$ cat src/rtl/load_fifo.sv
// Small synchronous FIFO that feeds a downstream load register: the head word and its
// load strobe are presented combinationally from state, so a word is visible one edge after push.
module load_fifo #(
  parameter int LSIZE = 8,
  parameter int DEPTH = 4,
  localparam int AW = (DEPTH > 1) ? $clog2(DEPTH) : 1,
  localparam int CW = $clog2(DEPTH + 1)
) (
  input  logic             clk_i,
  input  logic             rst_ni,
  input  logic [LSIZE-1:0] d_i,
  input  logic             valid_i,
  output logic             ready_o,
  output logic [LSIZE-1:0] d_o,
  output logic             ld_o,
  input  logic             ack_i,
  output logic [CW-1:0]    count_o
);

  localparam logic [CW-1:0] FullCount = CW'(DEPTH);

  logic [LSIZE-1:0] mem_q [DEPTH];
  logic [AW-1:0]    wrPtr_q, wrPtr_d;
  logic [AW-1:0]    rdPtr_q, rdPtr_d;
  logic [CW-1:0]    count_q, count_d;
  logic             push, pop;

  // Handshakes depend only on occupancy, so a full FIFO never accepts on the same edge it pops.
  assign ready_o = (count_q != FullCount);
  assign ld_o    = (count_q != '0);
  assign push    = valid_i & ready_o;
  assign pop     = ld_o & ack_i;
  assign count_o = count_q;
  assign d_o     = ld_o ? mem_q[rdPtr_q] : '0;

  always_comb begin
    wrPtr_d = wrPtr_q;
    rdPtr_d = rdPtr_q;
    count_d = count_q;
    if (push) wrPtr_d = wrPtr_q + AW'(1);
    if (pop)  rdPtr_d = rdPtr_q + AW'(1);
    case ({push, pop})
      2'b10:   count_d = count_q + CW'(1);
      2'b01:   count_d = count_q - CW'(1);
      default: count_d = count_q;
    endcase
  end

  always_ff @(posedge clk_i or negedge rst_ni) begin
    if (!rst_ni) begin
      wrPtr_q <= '0;
      rdPtr_q <= '0;
      count_q <= '0;
    end else begin
      wrPtr_q <= wrPtr_d;
      rdPtr_q <= rdPtr_d;
      count_q <= count_d;
    end
  end

  // Storage is deliberately left unreset; ld_o masks stale entries on d_o.
  always_ff @(posedge clk_i) begin
    if (push) mem_q[wrPtr_q] <= d_i;
  end

endmodule

$ cat config.mk
export PLATFORM = sky130hd
export DESIGN_NAME = load_fifo
export DESIGN_NICKNAME = d
export VERILOG_FILES = /design/src/rtl/load_fifo.sv
export SDC_FILE = /design/constraint.sdc
export NUM_CORES = 1
export LEC_CHECK = 0
export CORE_MARGIN = 5
export CORE_UTILIZATION = 40
export DETAILED_ROUTE_END_ITERATION = 8
export GPL_ROUTABILITY_DRIVEN = 0
export PLACE_DENSITY = 0.71
export SYNTH_ARGS = -nofsm -noshare
export SYNTH_HDL_FRONTEND = slang
export SYNTH_SLANG_ARGS = --single-unit
$ cat constraint.sdc
create_clock -name clk_i -period 2.3 [get_ports clk_i]
set_clock_uncertainty 0.2 [all_clocks]
set_input_delay 0.46 -clock clk_i [delete_from_list [all_inputs] [get_ports clk_i]]
set_output_delay 0.46 -clock clk_i [all_outputs]
set_load 0.02 [all_outputs]
==> results of run 1 <==
[synthesized netlist by cell type]
cell and number:
dfrtp_1 7, nor2_1 1, edfxtp_1 32, ha_1 5, inv_1 6, mux4_2 8
clkbuf_1 1, buf_2 2, and2_1 9, nand3_1 1, and3_2 4, mux2i_1 1
xnor2_1 3, mux2_4 1, and2_4 1, xor2_1 3, or3b_4 1, fa_1 1
or3_2 1
[cells by family after synthesis]
| family | after synthesis | share of synthesized area |
|---|---|---|
| flip-flops | 39 | 0.6947 |
| AND/OR/NAND/NOR | 18 | 0.07498 |
| adder cells (fa/ha/maj) | 6 | 0.05050 |
| buffers and inverters | 9 | 0.02219 |
| XOR/XNOR | 6 | 0.03214 |
| multiplexers | 10 | 0.1255 |
[worst register-to-register path: cells and delay by family (launching register included)]
kind / cells / cell delay [ps]
simple gates: 3 / 640
fa+ha+maj: 2 / 440
flops: 1 / 400
xor+xnor: 2 / 280
buf+inv: 3 / 220
[per-stage QoR]
step | std cells | utilization
finish | 180 | 0.5583
global route | 180 | 0.5583
CTS | 179 | 0.5555
detailed placement | 171 | 0.5148
global placement | 171 | 0.5148
floorplan | 88 | -
[worst min-delay path by stage]
stage	end	slack, ps	cells past startpoint
global route	wrPtr_q[1]$_DFFE_PN0P_	260	1
CTS	wrPtr_q[1]$_DFFE_PN0P_	240	1
floorplan	count_o[0]$_DFFE_PN0P_	-40	0
finish	wrPtr_q[1]$_DFFE_PN0P_	230	1
detailed placement	count_o[2]$_DFFE_PN0P_	350	2
global placement	count_o[2]$_DFFE_PN0P_	350	2
[state kept, by name, indices dropped and copies added (netlist names)]
signal / flops
count_o: 3
mem_q: 32
rdPtr_q: 2
wrPtr_q: 2
[cell usage in the layout (no fill, tap or decap), types with 2 or more instances in the layout]
cell             netlist  routed
xor2_1                 3       3
buf_4                  0      10
bufinv_16              0       2
dfrtp_2                0       2
inv_2                  0       2
clkbuf_8               0       5
dfrtp_1                7       5
xnor2_1                3       3
inv_1                  6       4
mux4_2                 8       8
and2_4                 1       8
buf_6                  0      10
and2_1                 9       2
clkdlybuf4s50_1        0      14
and3_2                 4       4
edfxtp_1              32      32
ha_1                   5       4
[repair_timing]
action / 4_1_cts / 5_1_grt
endpoints found under the setup margin: 12 / 9
hold buffers: 0 / 0
resized for setup: 62 / 1
pin swaps: 10 / 3
cloned: 0 / 0
setup buffers: 1 / 1
[power breakdown]
part / switching (mW) / leakage [nW] / internal, mW
Clock: 0.226 / 0.0654 / 0.433
Combinational: 0.629 / 0.410 / 0.855
Sequential: 0.113 / 0.373 / 0.962
Total: 0.968 / 0.848 / 2.25
[per-layer routing]
layer | part of all wire | wire length, um | track usage
met1 | 0.37 | 1057 | 0.1278
met4 | 0.033 | 95 | 0.07243
met3 | 0.056 | 160 | 0.04730
met5 | 0 | 0 | 0
met2 | 0.54 | 1567 | 0.2077
[final cells by class]
cell class | instances | area [um2] | area share
repair buffers | 37 | 361.6 | 0.1631
clock inverters | 2 | 60.06 | 0.02709
inverters | 6 | 22.52 | 0.01016
well taps | 50 | 62.56 | 0.02822
clock buffers | 6 | 72.57 | 0.03273
multi-input cells | 40 | 499.2 | 0.2252
flip-flops and latches | 39 | 1139 | 0.5135
==> flow_summary.ini, run 1 <==
[status]
outcome = finished with violations
violations = setup timing

[global_route]
grt_pass1_vias = 968
antenna_found_initial = 0
grt_pass1_wl_mm = 4.629
grt_max_degree = 13
grt_use_total = 0.1221
overflow = 0

[finish]
n_antenna_cell = 0
final_layout_size_suffix_gt1_frac = 0.4462
postLayoutCellArea_mm2 = 0.002217
area_growth_pct = 35.58
fill_cells = 335
nets = 147

[placement]
dpl.hpwl_mm = 2.038
dp_slack_ps = -147.5
portBuffers = 24
placed_area_mm2 = 0.002044

[clocking]
clkTransAtPathRegs_ps = 70
htreeDepth = 2
cts_buffer_depth = 2
numCtsBuffers = 5
cts_sinks = 39
worstSkewPairLatency_ps = 290
cts_root_buf = clkbuf_8
cts_tree = yes

[timing]
setup_violations = 6
finalMaxSlewViolations = 0
hold_slack_ps = 233.2
rsz0062_at_grt = true
fin_crit_ps = 2323
finalSetupTns_ps = -53.79
fin_ws_ps = -23.03
relSlewSlack = 0.7344
period_share = 1.010
tightest_slew_ps = 398.4
finalHoldViolations = 0
max_freq_ghz = 0.4305

[worst_setup_path]
critPathMaxStageDelay_ps = 500
cp.depth = 4
arrival_ps = 1660
worst_path_max_delay_cell = mux4_2
r2r-end = count_o[2]$_DFFE_PN0P_
start_kind = register
cp_max_fo = 6
crit_chain = buf_12 -> mux4_2 -> and2_4 -> buf_6
startpoint = rdPtr_q[0]$_DFFE_PN0P_
rrSetupSlack_ps = 40
worst_r2r_path_depth = 10
critical_path_class = reg -> out
cp_top_family = multiplexers
cp_num_buf_inv = 2
crit_path_end = d_o[6]
crit_path_end_kind = output pin
cp.required_ps = 1640
r2r-start = count_o[1]$_DFFE_PN0P_

[power]
p_leak_nw = 0.8481
cellPowerDensity_mw_per_mm2 = 1451
p_total_mw = 3.218
ir_worst_vdd_v = 0.0007810

[synthesis]
ys_warn_count = 0
synthTopCellsByArea = edfxtp_1 (59%), mux4_2 (11%), dfrtp_1 (11%)
ys_seq_elements = 39
seq_area_frac_synth = 0.6947
synthesis.area_mm2 = 0.001635
synth.avg_cell_area_um2 = 18.58
netlist.area_leader.share = 0.5876
synth_top_area_cell = edfxtp_1
synth_nets = 106
postSynthCellCount = 88
yosysUniqueCellTypes = 19

[drt]
dr.pass1.iters = 3
wl_per_cell_um = 16.01
drt_iter0_drc = 17
drc = 0
wl_mm = 2.881
via_per_inst = 4.889
vias = 880
ant_nets = 0

[die]
die_x_um = 73.94
die_y_um = 73.94
core-area_mm2 = 0.003971
io_pins = 25
die_area_mm2 = 0.005467
start_util = 0.4118
rows = 23

[hold_path]
hold_class = in -> async

[flow_run]
max_cap_violations = 0
Note: power is estimated with default switching activity, not from simulation.
==> inputs of run 2 (changes only) <==
- REMOVE_ABC_BUFFERS: not set -> 1
==> run 2 against run 1 <==
Compared with the run above:
- the run still ends with setup timing left
- global-route usage shrank 0.87 points
- clock power shrank 14%
- clock-buffer cell count shrank 1
- sequential share of layout area grew 1.3 points
- final cell count grew 1.7%
- combinational power shrank 11%
- register-to-register slack is essentially flat
- first-iteration DRC count is the same
- total power shrank 8.5%
- die area is the same
==> flow_summary.ini, run 2 (same netlist as run 1, synthesis figures left out) <==
[global_route]
grt_max_degree = 15
overflow = 0
antenna_found_initial = 0
grt_pass1_wl_mm = 4.360
grt_use_total = 0.1134
grt_pass1_vias = 919

[worst_setup_path]
critical_path_class = reg -> out
arrival_ps = 1660
crit_path_frequent_cell = buf_6
cp_max_fo = 5
r2r-start = count_o[0]$_DFFE_PN0P_
rrSetupSlack_ps = 50
worst_r2r_path_depth = 9
cp.required_ps = 1640
crit_path_end_kind = output pin
crit_chain = buf_6 -> buf_6 -> mux4_2 -> and2_4 -> buf_6
start_kind = register
worst_path_max_delay_cell = mux4_2
critPathMaxStageDelay_ps = 480
r2r-end = count_o[2]$_DFFE_PN0P_

[drt]
drt_iter0_drc = 17
drc = 0
wl_mm = 2.785
vias = 870
dr.pass1.iters = 4
via_per_inst = 4.754
ant_nets = 0
wl_per_cell_um = 15.22

[placement]
portBuffers = 24
placed_area_mm2 = 0.002014
dpl.hpwl_mm = 2.003

[timing]
hold_slack_ps = 236.8
setup_violations = 1
tightest_slew_ps = 344.6
finalSetupTns_ps = -19.61
fin_ws_ps = -19.61
max_freq_ghz = 0.4311
period_share = 1.009
rsz0062_at_grt = true
finalMaxSlewViolations = 0
finalHoldViolations = 0
fin_crit_ps = 2320
relSlewSlack = 0.7696

[flow_run]
max_cap_violations = 0

[clocking]
hold_buffers = 0
clkTransAtPathRegs_ps = 70
cts_tree = yes
cts_buffer_depth = 2
worstSkewPairLatency_ps = 290
cts_sinks = 39
cts_root_buf = clkbuf_8
htreeDepth = 2
numCtsBuffers = 5

[die]
io_pins = 25
die_x_um = 73.94
die_area_mm2 = 0.005467
core-area_mm2 = 0.003971
start_util = 0.4118
die_y_um = 73.94
rows = 23

[finish]
fill_cells = 323
nets = 150
largest_register_ffs = 32
most-common-layout-cells = edfxtp_1 (32), clkdlybuf4s50_1 (14), buf_4 (14)
final_common_cell = edfxtp_1
postLayoutCellArea_mm2 = 0.002160
area_growth_pct = 32.06
largest_register = mem_q
final_layout_size_suffix_gt1_frac = 0.4060
n_antenna_cell = 0

[status]
outcome = finished with violations
violations = setup timing

[power]
p_total_mw = 2.946
p_leak_nw = 0.8236
ir_worst_vdd_v = 0.0006532
cellPowerDensity_mw_per_mm2 = 1364

[hold_path]
hold_class = in -> async
-- run 2: changes by cell type in the layout (fill, tap and decap cells not counted) --
cell and delta:
and2_4 -6, and2_1 +6, clkinvlp_4 +1, dlygate4sd2_1 +1
buf_4 +4, inv_6 +1, dfrtp_2 -1, dfrtp_1 +1
clkbuf_1 -1, buf_2 +5, buf_12 -1, bufinv_16 -1
buf_6 -6
-- run 2: layer usage --
metal / vias to the layer above / GRT usage / part of all wire
met5: - / 0 / 0
met4: 0 / 0.06237 / 0.024
met3: 7 / 0.04595 / 0.078
met2: 28 / 0.2018 / 0.53
met1: 424 / 0.1115 / 0.36
li1: 411 / - / -
-- run 2: how the worst max path moves through the flow --
stage / from / depth (start not counted) / to / slack (ps)
after CTS: rdPtr_q[0]$_DFFE_PN0P_ / 4 / d_o[7] / -110
after global placement: count_o[0]$_DFFE_PN0P_ / 3 / d_o[5] / -60
after global routing: rdPtr_q[0]$_DFFE_PN0P_ / 5 / d_o[4] / -80
final: rdPtr_q[0]$_DFFE_PN0P_ / 5 / d_o[4] / -20
after detailed placement: ack_i / 8 / count_o[2]$_DFFE_PN0P_ / -110
after floorplan: count_o[2]$_DFFE_PN0P_ / 9 / count_o[2]$_DFFE_PN0P_ / -110
-- run 2: layout make-up --
cell class,instances,area (um2),share of cell area
clock buffer,5,68.82,0.03187
sequential,39,1137,0.5267
timing repair buffer,40,337.8,0.1564
multi-input combinational,40,484.2,0.2242
clock inverter,3,46.29,0.02144
inverter,6,22.52,0.01043
tap,50,62.56,0.02897
-- run 2: stage by stage --
stage / util / setup slack [ps] / instances
after CTS: 0.5369 / -108.1 / 180
final: 0.5438 / -19.61 / 183
after detailed placement: 0.5072 / -106.9 / 171
after floorplan: - / -107.6 / 85
after global routing: 0.5438 / -75.55 / 183
after global placement: 0.5072 / -60.46 / 171
-- run 2: what timing repair did --
| action | 4_1_cts | 5_1_grt |
|---|---|---|
| endpoints found under the hold margin | 0 | 0 |
| resized for setup | 34 | 14 |
| setup buffers | 1 | 3 |
| pin swaps | 2 | 6 |
| endpoints found under the setup margin | 12 | 7 |
-- run 2: power by group --
| part | internal [mW] | total, mW | switching, mW |
|---|---|---|---|
| Clock | 0.326 | 0.569 | 0.242 |
| Combinational | 0.702 | 1.31 | 0.608 |
| Sequential | 0.960 | 1.07 | 0.107 |
| Total | 1.99 | 2.95 | 0.957 |
-- run 2: worst max-delay path: cells and delay by family, from the launching register on --
family                 cells  cell delay (ps)
DFF                        1              380
and+or+nand+nor            1              150
muxes                      1              480
buffers and inverters      3              370
